<file path="config.mk">
export PLATFORM = sky130hd
export DESIGN_NAME = frame_request_gen
export DESIGN_NICKNAME = d
export VERILOG_FILES = /design/src/rtl/frame_seq_defs.sv /design/src/rtl/cycle_counter.sv /design/src/rtl/frame_request_gen.sv
export SDC_FILE = /design/constraint.sdc
export NUM_CORES = 1
export LEC_CHECK = 0
export CAP_MARGIN = 10
export CORE_ASPECT_RATIO = 0.6
export CORE_MARGIN = 1.5
export CORE_UTILIZATION = 50
export DETAILED_ROUTE_END_ITERATION = 8
export GPL_TIMING_DRIVEN = 0
export MAX_ROUTING_LAYER = met4
export PLACE_DENSITY = 0.74
export SLEW_MARGIN = 0
export SYNTH_ARGS = -nofsm -noshare
export SYNTH_HDL_FRONTEND = slang
export SYNTH_SLANG_ARGS = --single-unit
</file>
<file path="constraint.sdc">
create_clock -name CLOCK -period 2.01 [get_ports CLOCK]
set_input_delay 0.402 -clock CLOCK [delete_from_list [all_inputs] [get_ports CLOCK]]
set_output_delay 0.402 -clock CLOCK [all_outputs]
set_load 0.02 [all_outputs]
</file>
<file path="src/rtl/frame_seq_defs.sv">
// rtl/frame_seq_defs.sv - shared state encodings and sequence arithmetic for the frame request handshake
//
// Shared with the capture state machine so both sides agree on how the
// request/acknowledge sequence number wraps.
//   SEQ_W    : width of the mreg / look_for sequence numbers
//   state_t  : encoded request-generator states (visible on oSTATE)
//   seq_inc  : next sequence value, modulo 2**SEQ_W
package frame_seq_defs;

  localparam int SEQ_W = 8;

  typedef enum logic [2:0] {
    ST_IDLE     = 3'd0,
    ST_ISSUE    = 3'd1,
    ST_WAIT_ACK = 3'd2,
    ST_GAP      = 3'd3,
    ST_FINISH   = 3'd4
  } state_t;

  function automatic logic [SEQ_W-1:0] seq_inc(input logic [SEQ_W-1:0] value);
    return value + SEQ_W'(1);
  endfunction

endpackage

</file>
<file path="src/rtl/cycle_counter.sv">
// rtl/cycle_counter.sv - clearable up-counter with terminal-count compare
//
// Ports:
//   clk         : clock, posedge
//   rst         : synchronous active-high reset
//   clear       : zero the count (wins over enable)
//   enable      : advance the count by one
//   terminal    : compare value
//   at_terminal : count equals terminal this cycle
module cycle_counter #(
  parameter int CNT_W = 16
) (
  input  logic             clk,
  input  logic             rst,
  input  logic             clear,
  input  logic             enable,
  input  logic [CNT_W-1:0] terminal,
  output logic             at_terminal
);

  logic [CNT_W-1:0] count;

  always_ff @(posedge clk) begin
    if (rst || clear) begin
      count <= '0;
    end else if (enable) begin
      count <= count + CNT_W'(1);
    end
  end

  assign at_terminal = (count == terminal);

endmodule

</file>
<file path="src/rtl/frame_request_gen.sv">
// rtl/frame_request_gen.sv - issues a burst of frame requests to the capture state machine
//
// Ports:
//   CLOCK, RESET : clock (posedge) and synchronous active-high reset
//   file_open    : session enable; low aborts a burst
//   start        : one-cycle burst launch, honoured only in IDLE
//   req_count    : number of requests in the burst (0 = none)
//   look_for     : responder's completed-frame sequence counter
//   mreg         : request sequence value presented to the responder
//   busy         : high outside IDLE
//   frames_done  : acknowledges received in the current burst (saturating)
//   burst_done   : one-cycle pulse at burst end
//   timeout_err  : sticky timeout flag, cleared by the next accepted start
//   oSTATE       : encoded current state
module frame_request_gen
  import frame_seq_defs::*;
#(
  parameter logic [15:0] TIMEOUT_CYCLES = 16'd50000,
  parameter logic [7:0]  GAP_CYCLES     = 8'd4,
  parameter int          CNT_W          = 16
) (
  input  logic             CLOCK,
  input  logic             RESET,
  input  logic             file_open,
  input  logic             start,
  input  logic [SEQ_W-1:0] req_count,
  input  logic [SEQ_W-1:0] look_for,
  output logic [SEQ_W-1:0] mreg,
  output logic             busy,
  output logic [SEQ_W-1:0] frames_done,
  output logic             burst_done,
  output logic             timeout_err,
  output logic [2:0]       oSTATE
);

  // Terminal values are "cycles - 1" because the counter starts at zero.
  // A zero gap would underflow, so it is treated as a one-cycle gap.
  localparam logic [CNT_W-1:0] TO_TERM  = CNT_W'(TIMEOUT_CYCLES - 16'd1);
  localparam logic [CNT_W-1:0] GAP_TERM = (GAP_CYCLES == 8'd0) ? '0 : CNT_W'(GAP_CYCLES - 8'd1);

  state_t           state;
  state_t           next_state;
  logic [SEQ_W-1:0] mreg_q;
  logic [SEQ_W-1:0] remaining;
  logic [SEQ_W-1:0] frames_q;
  logic             burst_q;
  logic             terr_q;

  logic             cnt_clear;
  logic             cnt_en;
  logic             cnt_hit;
  logic [CNT_W-1:0] cnt_term;

  logic             ack;
  logic             abort;
  logic             accept;

  assign ack    = (mreg_q == look_for);
  assign abort  = (state != ST_IDLE) && !file_open;
  assign accept = (state == ST_IDLE) && start && file_open;

  assign cnt_term = (state == ST_GAP) ? GAP_TERM : TO_TERM;

  cycle_counter #(
    .CNT_W (CNT_W)
  ) u_cycle_counter (
    .clk         (CLOCK),
    .rst         (RESET),
    .clear       (cnt_clear),
    .enable      (cnt_en),
    .terminal    (cnt_term),
    .at_terminal (cnt_hit)
  );

  always_ff @(posedge CLOCK) begin
    if (RESET) begin
      state <= ST_IDLE;
    end else begin
      state <= next_state;
    end
  end

  always_comb begin
    next_state = state;
    cnt_clear  = 1'b0;
    cnt_en     = 1'b0;
    case (state)
      ST_IDLE: begin
        cnt_clear = 1'b1;
        if (accept && (req_count != '0)) begin
          next_state = ST_ISSUE;
        end
      end
      ST_ISSUE: begin
        cnt_clear  = 1'b1;
        next_state = ST_WAIT_ACK;
      end
      ST_WAIT_ACK: begin
        // An acknowledge arriving on the timeout cycle still counts.
        if (ack) begin
          cnt_clear  = 1'b1;
          next_state = (remaining == SEQ_W'(1)) ? ST_FINISH : ST_GAP;
        end else if (cnt_hit) begin
          next_state = ST_FINISH;
        end else begin
          cnt_en = 1'b1;
        end
      end
      ST_GAP: begin
        cnt_en = 1'b1;
        if (cnt_hit) begin
          next_state = ST_ISSUE;
        end
      end
      ST_FINISH: begin
        next_state = ST_IDLE;
      end
      default: begin
        next_state = ST_IDLE;
      end
    endcase
    if (abort) begin
      next_state = ST_IDLE;
      cnt_clear  = 1'b1;
      cnt_en     = 1'b0;
    end
  end

  always_ff @(posedge CLOCK) begin
    if (RESET) begin
      mreg_q    <= look_for;
      remaining <= '0;
      frames_q  <= '0;
      burst_q   <= 1'b0;
      terr_q    <= 1'b0;
    end else begin
      burst_q <= 1'b0;
      if (abort) begin
        // Withdraw any pending request; frames_done keeps its count.
        mreg_q <= look_for;
      end else begin
        case (state)
          ST_IDLE: begin
            mreg_q <= look_for;
            if (accept) begin
              terr_q <= 1'b0;
              if (req_count != '0) begin
                remaining <= req_count;
                frames_q  <= '0;
              end else begin
                burst_q <= 1'b1;
              end
            end
          end
          ST_ISSUE: begin
            mreg_q <= seq_inc(look_for);
          end
          ST_WAIT_ACK: begin
            if (ack) begin
              if (frames_q != '1) begin
                frames_q <= frames_q + SEQ_W'(1);
              end
              remaining <= remaining - SEQ_W'(1);
              if (remaining == SEQ_W'(1)) begin
                burst_q <= 1'b1;
              end
            end else if (cnt_hit) begin
              terr_q  <= 1'b1;
              mreg_q  <= look_for;
              burst_q <= 1'b1;
            end
          end
          default: begin
          end
        endcase
      end
    end
  end

  assign mreg        = mreg_q;
  assign busy        = (state != ST_IDLE);
  assign frames_done = frames_q;
  assign burst_done  = burst_q;
  assign timeout_err = terr_q;
  assign oSTATE      = state;

endmodule

</file>
==> impl_results.rst, run 1 <==
.. list-table::
   :header-rows: 1

   * - Metric
     - Value
   * - Post-synthesis instance area
     - 3020 sq um
   * - Detailed-route vias per instance
     - 6.33
   * - Clock tree from TritonCTS
     - yes
   * - Most frequently used flop master after synthesis
     - sky130_fd_sc_hd__dfxtp_1
   * - Slew at the pin with the worst max-slew slack
     - 0.474 ns
   * - Number of distinct library cells after synthesis
     - 68
   * - I/O pins
     - 42
   * - Rel. slew slack
     - 0.684
   * - Area of combinational cells with multiple inputs
     - 2010 sq um
   * - Antenna-violating nets left
     - 0
   * - Most used cells in the layout excluding fill and tap cells
     - 35 x sky130_fd_sc_hd__dfxtp_1, 31 x sky130_fd_sc_hd__nand3_1, 31 x sky130_fd_sc_hd__clkdlybuf4s50_1, 24 x sky130_fd_sc_hd__a21oi_1, 19 x sky130_fd_sc_hd__nand2_1
   * - Critical path start-end classification
     - reg -> reg
   * - Via count of the first global-routing pass
     - 2,697
   * - Pin count of the biggest net entering global routing
     - 14
   * - Synthesized area per cell
     - 8.84 sq um
   * - Synth Register Bits
     - 45
   * - Worst hold-check slack
     - 0.426 ns
   * - Total of max-cap violations
     - 0
   * - Placement-stage worst setup slack
     - -0.491 ns
   * - Power, Total
     - 2.05 mW
   * - H-tree depth
     - 2
   * - Total via count after detailed routing
     - 3,009
   * - Insertion delay of the later-clocked pin in the worst-skew pair
     - 0.30 ns
   * - Worst-path maximum fanout
     - 10
   * - Fraction of registers with async set/reset
     - 0
   * - Warning count from the yosys run
     - 0
   * - Max Root-Sink Buffers
     - 2
   * - Hold Crit Depth
     - 2
   * - Initial drt markers
     - 238
   * - Post-synth EDFFs
     - 8
   * - Shortest clock period the worst path allows after layout
     - 1.96 ns
   * - Status
     - finished clean
   * - Number of placement rows
     - 21
   * - Flop-to-flop setup slack
     - 0.05 ns
   * - Iteration count of the initial detailed-routing pass
     - 5
   * - Power density normalized to cell area
     - 537 nW/um^2
   * - Maximum frequency from static timing analysis
     - 511 MHz
   * - Placer Congestion
     - 0.912
   * - Root Buffer Master
     - sky130_fd_sc_hd__clkbuf_8
   * - Total global routing track utilization
     - 0.269
   * - Post-DP HPWL
     - 5950 um
   * - Clock-pin slew reported for the worst setup and hold paths after clock tree synthesis
     - 0.09 ns
   * - Count of buffers inserted at the top-level ports
     - 40
   * - Crit path launch type
     - flip-flop
   * - Final setup violation count
     - 0
   * - Final hold violation count
     - 0
   * - Least setup slack across all paths after layout
     - 0.0535 ns
   * - Worst hold path type
     - in -> reg
   * - Crit Reg-Reg Endpoint
     - frames_done[4]$_SDFFE_PP0P_
   * - Peak VDD IR
     - 0.000377 V
   * - Die X-Extent
     - 103 um
   * - Count of hold buffers inserted by post-cts repair
     - 0
   * - # nets final
     - 419
   * - Area growth from synthesis to layout
     - 26.5%
   * - Post-synthesis cell count
     - 341
   * - Number of CTS-inserted buffers
     - 5
   * - Total count of max-transition violations in the final report
     - 0
   * - Area taken by flip-flops and latches
     - 983 sq um
   * - Average wire per standard cell
     - 17.6 um
   * - Depth of the worst register-to-register path
     - 6
   * - Filler cells
     - 494
   * - Syn_nets
     - 366
   * - Height of the die
     - 63.2 um
   * - Initial standard-cell utilization of the core
     - 0.529
   * - Startpoint of the lowest-slack register-to-register path
     - mreg[2]$_DFFE_PP_
   * - Residual DRC
     - 0
   * - Antenna fix cells
     - 0
   * - Antenna violations before repair
     - 0
   * - Clock sink count
     - 45
   * - Wire length of the first global-routing pass
     - 13,400 um
   * - Critical path arrival
     - 2.20 ns
   * - Data required time of the worst path
     - 2.25 ns
   * - Share of the cycle needed by the critical path after routing
     - 0.973
   * - Startpoint of the worst setup timing path
     - mreg[2]$_DFFE_PP_
   * - Min-Delay Endpoint
     - mreg[3]$_DFFE_PP_
   * - Source of the worst hold timing path
     - look_for[3]
   * - Post-route clock skew
     - 0.00387 ns
   * - Worst setup EP type
     - flip-flop
   * - Die footprint
     - 6520 sq um
   * - Sequential share of the synthesized area
     - 0.325
   * - Most common cell after layout, fill and taps aside
     - sky130_fd_sc_hd__dfxtp_1
   * - Drt total wl
     - 8370 um
   * - GR Overflow Total
     - 0
   * - Core box area
     - 5700 sq um
   * - Layout cell share with drive strength beyond 1
     - 0.182
   * - Leakage power summed over all cells
     - 1.29 nW
-- power breakdown --
part	internal (mW)	total (mW)	switching, mW
clock	0.368	0.693	0.325
sequential	0.945	0.972	0.0278
combinational	0.165	0.384	0.218
total	1.48	2.05	0.571
-- synthesized netlist by cell type, types with 3 or more instances --
library cell	n	area (sq um)
sky130_fd_sc_hd__nor3b_1	3	22.5
sky130_fd_sc_hd__o311ai_0	5	43.8
sky130_fd_sc_hd__a211oi_1	6	45.0
sky130_fd_sc_hd__and3_1	5	31.3
sky130_fd_sc_hd__clkbuf_1	4	15.0
sky130_fd_sc_hd__mux2i_1	9	90.1
sky130_fd_sc_hd__dfxtp_1	37	741
sky130_fd_sc_hd__nor2_2	3	18.8
sky130_fd_sc_hd__o211ai_1	9	67.6
sky130_fd_sc_hd__or4_1	7	52.6
sky130_fd_sc_hd__a211o_1	3	26.3
sky130_fd_sc_hd__nand2_1	22	82.6
sky130_fd_sc_hd__and2_1	3	18.8
sky130_fd_sc_hd__buf_4	4	30.0
sky130_fd_sc_hd__a31oi_1	3	18.8
sky130_fd_sc_hd__a21oi_1	26	130
sky130_fd_sc_hd__edfxtp_1	8	240
sky130_fd_sc_hd__and4_1	3	26.3
sky130_fd_sc_hd__a21o_1	5	37.5
sky130_fd_sc_hd__nand3b_1	5	37.5
sky130_fd_sc_hd__or3_1	3	18.8
sky130_fd_sc_hd__o21ai_1	3	15.0
sky130_fd_sc_hd__nand4_1	13	81.3
sky130_fd_sc_hd__nand3_1	31	155
sky130_fd_sc_hd__o21ai_0	4	20.0
sky130_fd_sc_hd__nor2_1	13	48.8
sky130_fd_sc_hd__o31ai_1	11	82.6
sky130_fd_sc_hd__nor4_1	7	43.8
sky130_fd_sc_hd__inv_1	11	41.3
sky130_fd_sc_hd__nor3_1	9	45.0
sky130_fd_sc_hd__ha_1	5	62.6
sky130_fd_sc_hd__xnor2_1	9	78.8
sky130_fd_sc_hd__buf_2	6	30.0
sky130_fd_sc_hd__xor2_1	3	26.3
-- state kept, by name, summed over array words and instances (netlist names) --
name	flops
frames_done	8
remaining	8
burst_done	1
u_cycle_counter.count	16
oSTATE	3
timeout_err	1
mreg	8
-- layout make-up --
type                    count  share of cell area
plain buffers              17              0.0308
clock buffers               6              0.0190
clock inverters             2             0.00886
inverters                  11              0.0108
multi-input cells         267               0.528
flip-flops and latches     45               0.258
well taps                  80              0.0262
repair buffers             47               0.119
-- per-layer routing --
layer  GRT usage  wire (um)
met5           -          0
met4      0.0541         68
met3      0.0533        747
met2       0.352       3440
met1       0.422       4120
-- logic make-up (layout without fill, tap and decap cells) --
group | count (synthesis) | in the layout | synth area share
DFF | 45 | 45 | 0.325
buffers and inverters | 29 | 83 | 0.0531
AOI/OAI and AO/OA | 92 | 92 | 0.217
and+or+nand+nor | 145 | 145 | 0.291
xor gates and xnor gates | 15 | 15 | 0.0585
muxes | 10 | 10 | 0.0336
adders and majority gates | 5 | 5 | 0.0207
-- through the flow --
stage	setup TNS (ns)	utilization	std cells	cell area, sq um
floorplan	0	-	341	3020
global placement	-17.53	0.617	461	3520
detailed placement	-17.88	0.617	461	3520
CTS	-0.0316	0.643	472	3670
global route	-0.0191	0.669	475	3810
finish	0	0.669	475	3810
-- timing repair --
action                     4_1_cts  5_1_grt
resized for setup               18       26
pin swaps                        5        3
setup endpoints to repair       37       45
buffers inserted                 4        3
-- critical path, stage by stage, from the launching register on --
cell and delay [ns]:
sky130_fd_sc_hd__edfxtp_1 0.50, sky130_fd_sc_hd__xnor2_4 0.21, sky130_fd_sc_hd__and4_4 0.26, sky130_fd_sc_hd__a21oi_2 0.07, sky130_fd_sc_hd__buf_6 0.14, sky130_fd_sc_hd__or4_1 0.55, sky130_fd_sc_hd__a21oi_2 0.17
-- worst max-delay path by stage --
stage / endpoint / slack (ns) / cells past startpoint
floorplan: mreg[0]$_DFFE_PP_ / 0.13 / 6
global placement: mreg[7]$_DFFE_PP_ / -0.52 / 6
detailed placement: remaining[5]$_SDFFE_PP0P_ / -0.49 / 7
CTS: u_cycle_counter.count[11]$_SDFFE_PP0P_ / -0.02 / 7
global route: mreg[6]$_DFFE_PP_ / -0.01 / 6
finish: frames_done[4]$_SDFFE_PP0P_ / 0.05 / 6
(Power assumes the default switching activity.)
==> inputs of run 2 (changes only) <==
--- a/config.mk
+++ b/config.mk
@@ -13,6 +13,7 @@
 export GPL_TIMING_DRIVEN = 0
 export MAX_ROUTING_LAYER = met4
 export PLACE_DENSITY = 0.74
+export REMOVE_ABC_BUFFERS = 1
 export SLEW_MARGIN = 0
 export SYNTH_ARGS = -nofsm -noshare
 export SYNTH_HDL_FRONTEND = slang
==> run 2 against run 1 <==
Against the previous run:
- worst setup slack better by 0.030 ns
- non-clock buffer count decreased by 12
- maximum frequency increased by 1.5%
- clock power decreased by 19%
- critical path type is now in -> reg
- highest routed layer unchanged
==> impl_results.rst, run 2 (synthesized netlist as in run 1, its figures left out) <==
.. list-table::
   :header-rows: 1

   * - Metric
     - Value
   * - Status
     - finished clean
   * - Slew at the pin with the worst max-slew slack
     - 0.534 ns
   * - Worst hold path type
     - reg -> reg
   * - Crit path launch type
     - input port
   * - Number of CTS-inserted buffers
     - 5
   * - Count of buffers inserted at the top-level ports
     - 41
   * - Critical path arrival
     - 2.15 ns
   * - Core box area
     - 5700 sq um
   * - Final hold violation count
     - 0
   * - Die X-Extent
     - 103 um
   * - Total global routing track utilization
     - 0.265
   * - Critical path start-end classification
     - in -> reg
   * - Clock sink count
     - 45
   * - Worst hold-check slack
     - 0.493 ns
   * - Pin count of the biggest net entering global routing
     - 26
   * - H-tree depth
     - 2
   * - Data required time of the worst path
     - 2.23 ns
   * - Power, Total
     - 1.91 mW
   * - Via count of the first global-routing pass
     - 2,677
   * - Total of max-cap violations
     - 0
   * - Family with the most delay on the worst path
     - buffers and inverters
   * - Wire length of the first global-routing pass
     - 13,200 um
   * - Total number of cells along the worst setup path
     - 7
   * - Placer Congestion
     - 0.935
   * - Peak VDD IR
     - 0.000363 V
   * - Placed instance area
     - 3410 sq um
   * - Top Usage Layer GRT
     - met1
   * - Layout cell share with drive strength beyond 1
     - 0.167
   * - Share of the cycle needed by the critical path after routing
     - 0.959
   * - Startpoint of the lowest-slack register-to-register path
     - frames_done[1]$_SDFFE_PP0P_
   * - Worst-path maximum fanout
     - 15
   * - Power density normalized to cell area
     - 513 nW/um^2
   * - Crit Reg-Reg Endpoint
     - frames_done[4]$_SDFFE_PP0P_
   * - Cells traversed along the worst timing path
     - clkdlybuf4s50_1 > nor4_1 > nand2_2 > o211ai_4 > buf_12 > o31ai_1 > a21oi_1
   * - Maximum frequency from static timing analysis
     - 519 MHz
   * - Insertion delay of the later-clocked pin in the worst-skew pair
     - 0.30 ns
   * - Post-route clock skew
     - 0.00731 ns
   * - Residual DRC
     - 0
   * - Iteration count of the initial detailed-routing pass
     - 6
   * - GR Overflow Total
     - 0
   * - Crit path to
     - frames_done[4]$_SDFFE_PP0P_
   * - Max FFs per register
     - 16
   * - Stage delay of the slowest cell on the critical path
     - 0.47 ns
   * - Depth of the worst register-to-register path
     - 7
   * - Max Root-Sink Buffers
     - 2
   * - Flop-to-flop setup slack
     - 0.10 ns
   * - Clock tree from TritonCTS
     - yes
   * - Filler cells
     - 501
   * - Antenna violations before repair
     - 0
   * - Setup repair after global routing missed its margin
     - false
   * - Rel. slew slack
     - 0.644
   * - Worst setup EP type
     - flip-flop
   * - Leakage power summed over all cells
     - 1.19 nW
   * - Finished layout cell area
     - 3730 sq um
   * - Antenna-violating nets left
     - 0
   * - Sum Neg Setup Slack
     - 0 ns
   * - Total via count after detailed routing
     - 2,941
   * - Drt total wl
     - 8050 um
   * - Cell Count Post-Placement
     - 444
   * - Total count of max-transition violations in the final report
     - 0
   * - Number of placement rows
     - 21
   * - Most common cell after layout, fill and taps aside
     - sky130_fd_sc_hd__dfxtp_1
   * - Shortest clock period the worst path allows after layout
     - 1.93 ns
   * - Die footprint
     - 6520 sq um
   * - Met3 Track Usage GR
     - 0.0533
   * - Height of the die
     - 63.2 um
   * - Detailed-route vias per instance
     - 6.34
   * - Most flops, register
     - u_cycle_counter.count
   * - Met1 track utilization from global routing
     - 0.398
   * - # nets final
     - 408
   * - Hold Crit Depth
     - 2
   * - Most used cells in the layout excluding fill and tap cells
     - 33 x sky130_fd_sc_hd__dfxtp_1, 30 x sky130_fd_sc_hd__nand3_1, 30 x sky130_fd_sc_hd__clkdlybuf4s50_1, 24 x sky130_fd_sc_hd__a21oi_1, 18 x sky130_fd_sc_hd__nand2_1
   * - Average wire per standard cell
     - 17.3 um
   * - Post-DP HPWL
     - 5700 um
   * - Fin cells
     - 464
   * - Clock-pin slew reported for the worst setup and hold paths after clock tree synthesis
     - 0.08 ns
   * - Initial standard-cell utilization of the core
     - 0.529
   * - Initial drt markers
     - 277
   * - Final setup violation count
     - 0
   * - Antenna fix cells
     - 0
   * - Root Buffer Master
     - sky130_fd_sc_hd__clkbuf_8
   * - I/O pins
     - 42
   * - Worst Path Buf+Inv
     - 2
   * - Startpoint of the worst setup timing path
     - req_count[0]
   * - CP max-delay cell
     - sky130_fd_sc_hd__clkdlybuf4s50_1
   * - Fraction of met2 tracks used by global routing
     - 0.370
   * - Area growth from synthesis to layout
     - 23.7%
run 2: worst min-delay path by stage:
stage	from	to	slack, ns
after floorplan	remaining[5]$_SDFFE_PP0P_	remaining[5]$_SDFFE_PP0P_	0.45
after global placement	remaining[5]$_SDFFE_PP0P_	remaining[5]$_SDFFE_PP0P_	0.47
after detailed placement	remaining[5]$_SDFFE_PP0P_	remaining[5]$_SDFFE_PP0P_	0.48
after CTS	remaining[5]$_SDFFE_PP0P_	remaining[5]$_SDFFE_PP0P_	0.49
after global routing	remaining[5]$_SDFFE_PP0P_	remaining[5]$_SDFFE_PP0P_	0.52
final	frames_done[5]$_SDFFE_PP0P_	frames_done[5]$_SDFFE_PP0P_	0.49
run 2: cell type report:
| class | instances | area (sq um) | area share |
|---|---|---|---|
| multi-input combinational | 268 | 2020 | 0.541 |
| sequential | 45 | 991 | 0.266 |
| timing repair buffer | 52 | 495 | 0.133 |
| tap | 80 | 100 | 0.0268 |
| clock buffer | 6 | 72.6 | 0.0195 |
| inverter | 11 | 41.3 | 0.0111 |
| clock inverter | 2 | 10.0 | 0.00268 |
run 2: what timing repair did:
action	CTS	global route
setup endpoints to repair	54	41
cloned	1	0
pin swaps	6	2
hold buffers	0	0
resized for setup	30	16
setup buffers	10	1
run 2: worst min-delay path, stage by stage, from the launching register on:
cell	delay (ns)
sky130_fd_sc_hd__dfxtp_1	0.34
sky130_fd_sc_hd__nand2_1	0.06
sky130_fd_sc_hd__mux2i_1	0.05
run 2: metal layers:
metal / part of all wire / up-vias
li1: - / 1414
met1: 0.51 / 1387
met2: 0.41 / 135
met3: 0.080 / 5
met4: 0.0047 / 0
met5: 0 / -
run 2: metrics by stage:
stage / worst slack [ns] / util
3_5_place_dp: -0.933 / 0.598
6_report: 0.0831 / 0.654
3_3_place_gp: -0.877 / 0.598
2_1_floorplan: -0.225 / -
5_1_grt: 0.00101 / 0.654
4_1_cts: 0.00182 / 0.638
run 2: where the power goes:
part           switching, mW  total [mW]  internal [mW]
registers             0.0377       0.981          0.943
clock network          0.318       0.560          0.242
logic                  0.211       0.374          0.163
